`config.mk`:
```
export PLATFORM = sky130hd
export DESIGN_NAME = vga_timing_gen
export DESIGN_NICKNAME = d
export VERILOG_FILES = /design/src/rtl/vga_pkg.sv /design/src/rtl/pix_clk_div.sv /design/src/rtl/vga_timing_gen.sv
export SDC_FILE = /design/constraint.sdc
export NUM_CORES = 1
export LEC_CHECK = 0
export CAP_MARGIN = 20
export CELL_PAD_IN_SITES_DETAIL_PLACEMENT = 1
export CELL_PAD_IN_SITES_GLOBAL_PLACEMENT = 1
export CORE_ASPECT_RATIO = 1.2
export CORE_MARGIN = 2
export CORE_UTILIZATION = 31
export DETAILED_ROUTE_END_ITERATION = 6
export PLACE_DENSITY = 0.87
export SLEW_MARGIN = 15
export SYNTH_ARGS = -nofsm -noshare
export SYNTH_HDL_FRONTEND = slang
export SYNTH_SLANG_ARGS = --single-unit
```
`constraint.sdc`:
```
create_clock -name clk -period 2 [get_ports clk]
set_clock_uncertainty 0.05 [all_clocks]
set_input_delay 0.3 -clock clk [delete_from_list [all_inputs] [get_ports clk]]
set_output_delay 0.3 -clock clk [all_outputs]
set_load 0.005 [all_outputs]
```
`src/rtl/vga_pkg.sv`:
```
// Shared 640x480@60 raster constants for the VGA timing generator and its consumers.
package vga_pkg;

   localparam int H_ACTIVE = 640;
   localparam int H_FP     = 16;
   localparam int H_SYNC   = 96;
   localparam int H_BP     = 48;
   localparam int V_ACTIVE = 480;
   localparam int V_FP     = 10;
   localparam int V_SYNC   = 2;
   localparam int V_BP     = 33;

   localparam int H_TOTAL  = H_ACTIVE + H_FP + H_SYNC + H_BP;
   localparam int V_TOTAL  = V_ACTIVE + V_FP + V_SYNC + V_BP;

   localparam int HS_START = H_ACTIVE + H_FP;
   localparam int HS_END   = HS_START + H_SYNC;
   localparam int VS_START = V_ACTIVE + V_FP;
   localparam int VS_END   = VS_START + V_SYNC;

   localparam int COUNT_W  = 10;

endpackage

```
`src/rtl/pix_clk_div.sv`:
```
// Divides the system clock down to the pixel rate: pix_en strobe plus a square DAC clock.
module pix_clk_div #(
   parameter int CLK_DIV = 2
) (
   input  logic clk,
   input  logic reset,
   output logic pix_en,
   output logic vga_clk
);

   localparam int               DIV_W    = $clog2(CLK_DIV);
   localparam logic [DIV_W-1:0] DIV_LAST = DIV_W'(CLK_DIV - 1);
   localparam logic [DIV_W-1:0] DIV_HALF = DIV_W'(CLK_DIV / 2);

   logic [DIV_W-1:0] div_cnt_q;
   logic [DIV_W-1:0] div_cnt_d;

   always_comb begin
      div_cnt_d = div_cnt_q + DIV_W'(1);
      if (div_cnt_q == DIV_LAST) begin
         div_cnt_d = '0;
      end
   end

   always_ff @(posedge clk) begin
      if (reset) begin
         div_cnt_q <= '0;
      end else begin
         div_cnt_q <= div_cnt_d;
      end
   end

   // Strobe on the last phase so the first pixel advance lands CLK_DIV clocks after reset.
   assign pix_en  = (div_cnt_q == DIV_LAST);
   assign vga_clk = (div_cnt_q >= DIV_HALF);

endmodule

```
`src/rtl/vga_timing_gen.sv`:
```
// VGA raster timing: pixel/line counters, sync decode and the registered DAC output stage.
module vga_timing_gen #(
   parameter int CLK_DIV  = 2,
   parameter int H_ACTIVE = vga_pkg::H_ACTIVE,
   parameter int H_FP     = vga_pkg::H_FP,
   parameter int H_SYNC   = vga_pkg::H_SYNC,
   parameter int H_BP     = vga_pkg::H_BP,
   parameter int V_ACTIVE = vga_pkg::V_ACTIVE,
   parameter int V_FP     = vga_pkg::V_FP,
   parameter int V_SYNC   = vga_pkg::V_SYNC,
   parameter int V_BP     = vga_pkg::V_BP
) (
   input  logic        clk,
   input  logic        reset,
   output logic        pix_en,
   output logic [9:0]  hcount,
   output logic [9:0]  vcount,
   output logic        video_on,
   input  logic [23:0] rgb_in,
   output logic [7:0]  vga_r,
   output logic [7:0]  vga_g,
   output logic [7:0]  vga_b,
   output logic        hsync_n,
   output logic        vsync_n,
   output logic        vga_blank_n,
   output logic        vga_sync_n,
   output logic        vga_clk,
   output logic        frame_start,
   output logic        line_start
);

   import vga_pkg::*;

   localparam logic [COUNT_W-1:0] H_VIS  = COUNT_W'(H_ACTIVE);
   localparam logic [COUNT_W-1:0] V_VIS  = COUNT_W'(V_ACTIVE);
   localparam logic [COUNT_W-1:0] H_LAST = COUNT_W'(H_ACTIVE + H_FP + H_SYNC + H_BP - 1);
   localparam logic [COUNT_W-1:0] V_LAST = COUNT_W'(V_ACTIVE + V_FP + V_SYNC + V_BP - 1);
   localparam logic [COUNT_W-1:0] HS_LO  = COUNT_W'(H_ACTIVE + H_FP);
   localparam logic [COUNT_W-1:0] HS_HI  = COUNT_W'(H_ACTIVE + H_FP + H_SYNC);
   localparam logic [COUNT_W-1:0] VS_LO  = COUNT_W'(V_ACTIVE + V_FP);
   localparam logic [COUNT_W-1:0] VS_HI  = COUNT_W'(V_ACTIVE + V_FP + V_SYNC);

   logic [COUNT_W-1:0] hcount_q, hcount_d;
   logic [COUNT_W-1:0] vcount_q, vcount_d;
   logic [23:0]        rgb_q, rgb_d;
   logic               hsync_n_q, hsync_n_d;
   logic               vsync_n_q, vsync_n_d;
   logic               blank_n_q, blank_n_d;
   logic               hs_active, vs_active;

   pix_clk_div #(
      .CLK_DIV (CLK_DIV)
   ) u_div (
      .clk     (clk),
      .reset   (reset),
      .pix_en  (pix_en),
      .vga_clk (vga_clk)
   );

   assign video_on  = (hcount_q < H_VIS) && (vcount_q < V_VIS);
   assign hs_active = (hcount_q >= HS_LO) && (hcount_q < HS_HI);
   assign vs_active = (vcount_q >= VS_LO) && (vcount_q < VS_HI);

   always_comb begin
      hcount_d = hcount_q;
      vcount_d = vcount_q;
      if (pix_en) begin
         if (hcount_q == H_LAST) begin
            hcount_d = '0;
            vcount_d = (vcount_q == V_LAST) ? '0 : vcount_q + COUNT_W'(1);
         end else begin
            hcount_d = hcount_q + COUNT_W'(1);
         end
      end
   end

   // Output stage samples the same pixel the counters point at, so the DAC trails by one pixel.
   always_comb begin
      rgb_d     = rgb_q;
      hsync_n_d = hsync_n_q;
      vsync_n_d = vsync_n_q;
      blank_n_d = blank_n_q;
      if (pix_en) begin
         rgb_d     = video_on ? rgb_in : 24'h0;
         hsync_n_d = ~hs_active;
         vsync_n_d = ~vs_active;
         blank_n_d = video_on;
      end
   end

   always_ff @(posedge clk) begin
      if (reset) begin
         hcount_q  <= '0;
         vcount_q  <= '0;
         rgb_q     <= 24'h0;
         hsync_n_q <= 1'b1;
         vsync_n_q <= 1'b1;
         blank_n_q <= 1'b0;
      end else begin
         hcount_q  <= hcount_d;
         vcount_q  <= vcount_d;
         rgb_q     <= rgb_d;
         hsync_n_q <= hsync_n_d;
         vsync_n_q <= vsync_n_d;
         blank_n_q <= blank_n_d;
      end
   end

   assign hcount      = hcount_q;
   assign vcount      = vcount_q;
   assign vga_r       = rgb_q[23:16];
   assign vga_g       = rgb_q[15:8];
   assign vga_b       = rgb_q[7:0];
   assign hsync_n     = hsync_n_q;
   assign vsync_n     = vsync_n_q;
   assign vga_blank_n = blank_n_q;
   assign vga_sync_n  = 1'b0;
   assign line_start  = pix_en && (hcount_q == '0);
   assign frame_start = pix_en && (hcount_q == '0) && (vcount_q == '0);

endmodule

```
==> results of run 1 <==
[layer usage]
layer,part of all wire,vias up,global-route usage
li1,-,907,-
met1,0.41,897,0.200
met2,0.51,58,0.305
met3,0.067,4,0.0567
met4,0.012,0,0.0545
met5,0,-,0
[per-stage QoR]
step	instances	instance area [um^2]
floorplan	199	1980
global placement	364	2940
detailed placement	364	2940
CTS	374	3090
global route	374	3090
finish	374	3090
[power by group through the flow]
stage | Clock [W] | Combinational (W) | Sequential (W)
finish | 0.000705 | 0.000233 | 0.00102
floorplan | 0 | 0.0000715 | 0.00104
global route | 0.000747 | 0.000254 | 0.00102
detailed placement | 0 | 0.000233 | 0.00104
CTS | 0.000727 | 0.000237 | 0.00102
global placement | 0 | 0.000227 | 0.00104
[sequential cells by signal, summed over array words and instances (netlist names)]
name,flops
rgb_q,24
hcount,10
vcount,10
hsync_n,1
u_div.pix_en,1
vga_blank_n,1
vsync_n,1
[synthesized netlist by cell type]
cell type / instances / area, um^2
dfxtp_1: 48 / 961
a22o_1: 24 / 210
nor2_1: 17 / 63.8
nand3_1: 9 / 45.0
nand2_1: 8 / 30.0
nor3_1: 8 / 40.0
xnor2_1: 7 / 61.3
buf_2: 6 / 30.0
inv_1: 6 / 22.5
a21oi_1: 5 / 25.0
and3_1: 5 / 31.3
nand4_1: 5 / 31.3
nor4_1: 5 / 31.3
xor2_1: 5 / 43.8
clkbuf_1: 4 / 15.0
ha_1: 4 / 50.1
and4_1: 3 / 26.3
nor2b_1: 3 / 18.8
o21ai_0: 3 / 15.0
and4b_1: 2 / 20.0
buf_4: 2 / 15.0
nand4bb_1: 2 / 22.5
o31ai_1: 2 / 15.0
or3_1: 2 / 12.5
a21o_1: 1 / 7.51
a31oi_1: 1 / 6.26
a32o_1: 1 / 10.0
and2_1: 1 / 6.26
and4bb_1: 1 / 12.5
conb_1: 1 / 3.75
mux2i_1: 1 / 10.0
nand4b_4: 1 / 23.8
nor4_4: 1 / 21.3
o21a_1: 1 / 7.51
o21ai_1: 1 / 5.00
o221ai_1: 1 / 8.76
or3_4: 1 / 11.3
or4_1: 1 / 7.51
[worst max-delay path, stage by stage (launching register included)]
cell and delay [ps]:
dfxtp_2 340, nor4_2 260, and4_1 270, buf_4 130, and4_1 150, buf_2 110
[worst paths after layout]
kind,end,slack (ps),depth (start not counted)
max,frame_start,90,5
min,vga_blank_n$_SDFFE_PP0P_,410,1
max reg2reg,vcount[8]$_SDFFE_PP0P_,240,6
min reg2reg,vga_blank_n$_SDFFE_PP0P_,410,1
[timing repair]
item                                    in CTS  in global routing
resized for setup                           16                  0
buffers inserted                             2                  0
hold buffers                                 0                  0
endpoints found under the setup margin       9                  0
[cells by family (layout without fill, tap and decap cells)]
family | Yosys count | in the layout
compound gates | 40 | 40
xor+xnor | 12 | 12
fa+ha+maj | 4 | 4
buf+inv | 18 | 111
flops | 48 | 48
mux | 1 | 1
other cells | 1 | 1
simple gates | 75 | 75
[placed cells by master, fill, tap and decap left out, drive strengths merged, types with 4 or more instances in the layout]
cell | netlist | layout
nand4 | 5 | 5
and3 | 5 | 5
nand3 | 9 | 9
xnor2 | 7 | 7
clkbuf | 4 | 5
nor3 | 8 | 8
buf | 8 | 21
nor4 | 6 | 6
dfxtp | 48 | 48
inv | 6 | 6
ha | 4 | 4
clkdlybuf4s50 | 0 | 74
nand2 | 8 | 8
nor2 | 17 | 17
a22o | 24 | 24
a21oi | 5 | 5
xor2 | 5 | 5
o21ai | 4 | 4
[final cells by class]
class / count / share of cell area
tap: 82 / 0.0332
sequential: 48 / 0.315
inverter: 6 / 0.00730
multi-input combinational: 133 / 0.309
timing repair buffer: 97 / 0.300
clock buffer: 5 / 0.0223
clock inverter: 3 / 0.0138
==> metrics, run 1 <==
status=completed; NetSw=0.000439 W; clock power share=0.361; Num CTS Buffers=5; post-synthesis sequential area ratio=0.486; required time worst endpoint=1650 ps; type of origin of the critical path=flip-flop; Reg area=971 um^2; Final period util=0.957; Core Region=6090 um^2; DIE HEIGHT=91.5 um; Logic pwr share=0.119; Final min period=1910 ps; final hold vios=0; worst hold start=vga_blank_n$_SDFFE_PP0P_; Avg WL per Cell=15.8 um; GRT Total Usage=0.174; Post-Synth Simple-Gate Area=0.230; first-pass iteration count of the detailed router=4; largest family of logic cells by synthesized area=simple AND/OR/NAND/NOR gates; CP Launch Point=hcount[3]$_SDFFE_PP0P_; I/O Buffers=77; worst path arrival time=1560 ps; CTS root buffer=clkbuf_8; H-tree depth=2; multi-input logic area=953 um^2; mux cell area share after synthesis=0.00506; drc violations=0; Int Pwr=0.00151 W; Area Overhead vs Synth=56.0%; post-synth cell types=38; ANT cells=0; dpl hpwl=4.41 mm; Via density=4.99; Ys Warns=0; DP Worst Slack=-3.86 ps; critical path endpoint category=output pin; cell count after synthesis=199; starting density of the core=0.325; Max VDD drop=0.438 mV; hold crit path type=flip-flop to flip-flop; RSZ-0062 raised after global routing=no; #FFs+latches synth=48; # rows=31; first-pass GRT wire length=9.71 mm; DIE WIDTH=76.9 um; via count=1866; largest net degree at the start of global routing=28; hold slack final=411 ps; adder-cell share of the synthesized area=0.0253; setup ws final=85.9 ps; Boundary Pins=79; nets@finish=321; Power Density=633 nW/um^2; LEAKAGE=1.20 nW; GP Congestion=0.830; Max-Cap Viols=0; Fin Setup TNS=0 ps; Max clock buf depth=2; Netlist Area Pre-Place=1980 um^2; clock sinks=48; proportion of layout cells with a drive suffix above 1=0.137; total grt overflow=0; Detailed Route WL=5.91 mm; total die area=7040 um^2; initial DRC count=74; compound-gate portion of the synthesized area=0.157; Switching Fraction=0.225; CP max FO=2; Clock Pin Slew Worst Setup and Hold Paths=90 ps; # setup viols final=0; CTS tree=yes; sequential fraction of design power=0.520; Post-Synth XOR/XNOR Area=0.0531; fin util=0.507; count of filler cells inserted in the layout=691; Antenna Nets Post-Route=0; highest clock rate=522 MHz; syn nets=229; synthesized area per cell=9.94 um^2; vias in the first global route=1930; initial antenna violation count=0; R2R Path Start=hcount[1]$_SDFFE_PP0P_; clk_lat worst skew=300 ps; Slew Limit Fails=0; kind of critical path=flip-flop to output pin; Final Power=0.00195 W
(Power assumes the default switching activity.)
==> run 2: changes to the inputs <==
CORE_ASPECT_RATIO = 0.75   (was 1.2)
SKIP_CTS_REPAIR_TIMING = 1   (was unset)
==> run 2 against run 1 <==
Against the previous run: setup slack better by 37 ps; utilization shrank 1.3 points; critical endpoint unchanged; combinational power is 3% higher; wire length up 6.7%; power up 1.3%; largest power group unchanged; clock-buffer cell count is the same.
==> metrics, run 2 (synthesis gave the netlist of run 1 again) <==
status=completed; initial DRC count=88; GRT Total Usage=0.183; Num CTS Buffers=5; critical path endpoint category=output pin; RSZ-0062 raised after global routing=no; I/O Buffers=77; # setup viols final=0; dpl hpwl=4.82 mm; worst path arrival time=1530 ps; kind of critical path=flip-flop to output pin; nets@finish=319; first-pass iteration count of the detailed router=4; Clock Pin Slew Worst Setup and Hold Paths=90 ps; H-tree depth=2; Detailed Route WL=6.31 mm; Core Region=6220 um^2; Reg area=965 um^2; Final Cell Area=3070 um^2; highest clock rate=533 MHz; Largest register FFs=24; total grt overflow=0; DIE WIDTH=96.2 um; Antenna Nets Post-Route=0; first-pass GRT wire length=9.92 mm; hold crit path type=flip-flop to flip-flop; met2 Usage GRT=0.294; most frequent cells in the layout=clkdlybuf4s50_1 (74), dfxtp_1 (45), a22o_1 (24); Final period util=0.939; CTS root buffer=clkbuf_8; Max VDD drop=0.276 mV; grt met3 use=0.0403; final hold vios=0; Area Overhead vs Synth=55.3%; vias in the first global route=1882; hold slack final=410 ps; drc violations=0; Slew Limit Fails=0; multi-input logic area=951 um^2; DIE HEIGHT=73.2 um; Power Density=643 nW/um^2; Max clock buf depth=2; Max-Cap Viols=0; GP Congestion=0.822; type of origin of the critical path=flip-flop; DP Area=2930 um^2; via count=1910; clk_lat worst skew=300 ps; count of filler cells inserted in the layout=706; commonest non-fill, non-tap cell in the layout=clkdlybuf4s50_1; CP max FO=2; busiest layer in global routing=met2; Avg WL per Cell=17.0 um; largest net degree at the start of global routing=28; ANT cells=0; Via density=5.15; starting density of the core=0.318; met1 track demand over resource=0.252; required time worst endpoint=1650 ps; initial antenna violation count=0; CTS tree=yes; # rows=25; Final min period=1880 ps; Reg with most FFs=rgb_q; total die area=7040 um^2; LEAKAGE=1.20 nW; Boundary Pins=79; clock sinks=48; proportion of layout cells with a drive suffix above 1=0.128
## run 2: layer usage
| metal | vias to the layer above | share of wire |
|---|---|---|
| met5 | - | 0 |
| met3 | 2 | 0.071 |
| met1 | 930 | 0.44 |
| met2 | 70 | 0.48 |
| met4 | 0 | 0.0030 |
| li1 | 908 | - |
## run 2: power breakdown
group | internal (W) | leakage, nW | switching, W
combinational | 0.000153 | 0.757 | 0.0000859
sequential | 0.000992 | 0.393 | 0.0000231
clock | 0.000377 | 0.0548 | 0.000346
total | 0.00152 | 1.20 | 0.000455
## run 2: per-stage QoR
stage / total power [W] / setup WS [ps] / cells / TNS [ps] / util
6_report: 0.00198 / 123 / 371 / 0 / 0.494
5_1_grt: 0.00206 / 23.8 / 371 / 0 / 0.494
4_1_cts: 0.00200 / -241 / 370 / -423 / 0.490
3_5_place_dp: 0.00128 / 96.3 / 362 / 0 / 0.471
3_3_place_gp: 0.00127 / 161 / 362 / 0 / 0.471
2_1_floorplan: 0.00111 / 268 / 199 / 0 / -
## run 2: area by class of cell
class | instances | area share
timing repair buffer | 95 | 0.299
tap | 81 | 0.0330
inverter | 6 | 0.00733
clock inverter | 3 | 0.0151
multi-input combinational | 133 | 0.309
clock buffer | 5 | 0.0224
sequential | 48 | 0.314
## run 2: final timing paths
kind	startpoint	end	slack, ps	cells past startpoint
worst max-delay path	hcount[3]$_SDFFE_PP0P_	frame_start	120	5
worst min-delay path	vga_blank_n$_SDFFE_PP0P_	vga_blank_n$_SDFFE_PP0P_	410	1
worst max register to register	hcount[1]$_SDFFE_PP0P_	vcount[3]$_SDFFE_PP0P_	140	5
worst min register to register	vga_blank_n$_SDFFE_PP0P_	vga_blank_n$_SDFFE_PP0P_	410	1
## run 2: critical path, stage by stage (launching register included)
cell      delay (ps)
dfxtp_1          340
nor4_2           270
and4_1           230
buf_4            120
and4_1           160
clkbuf_2         120
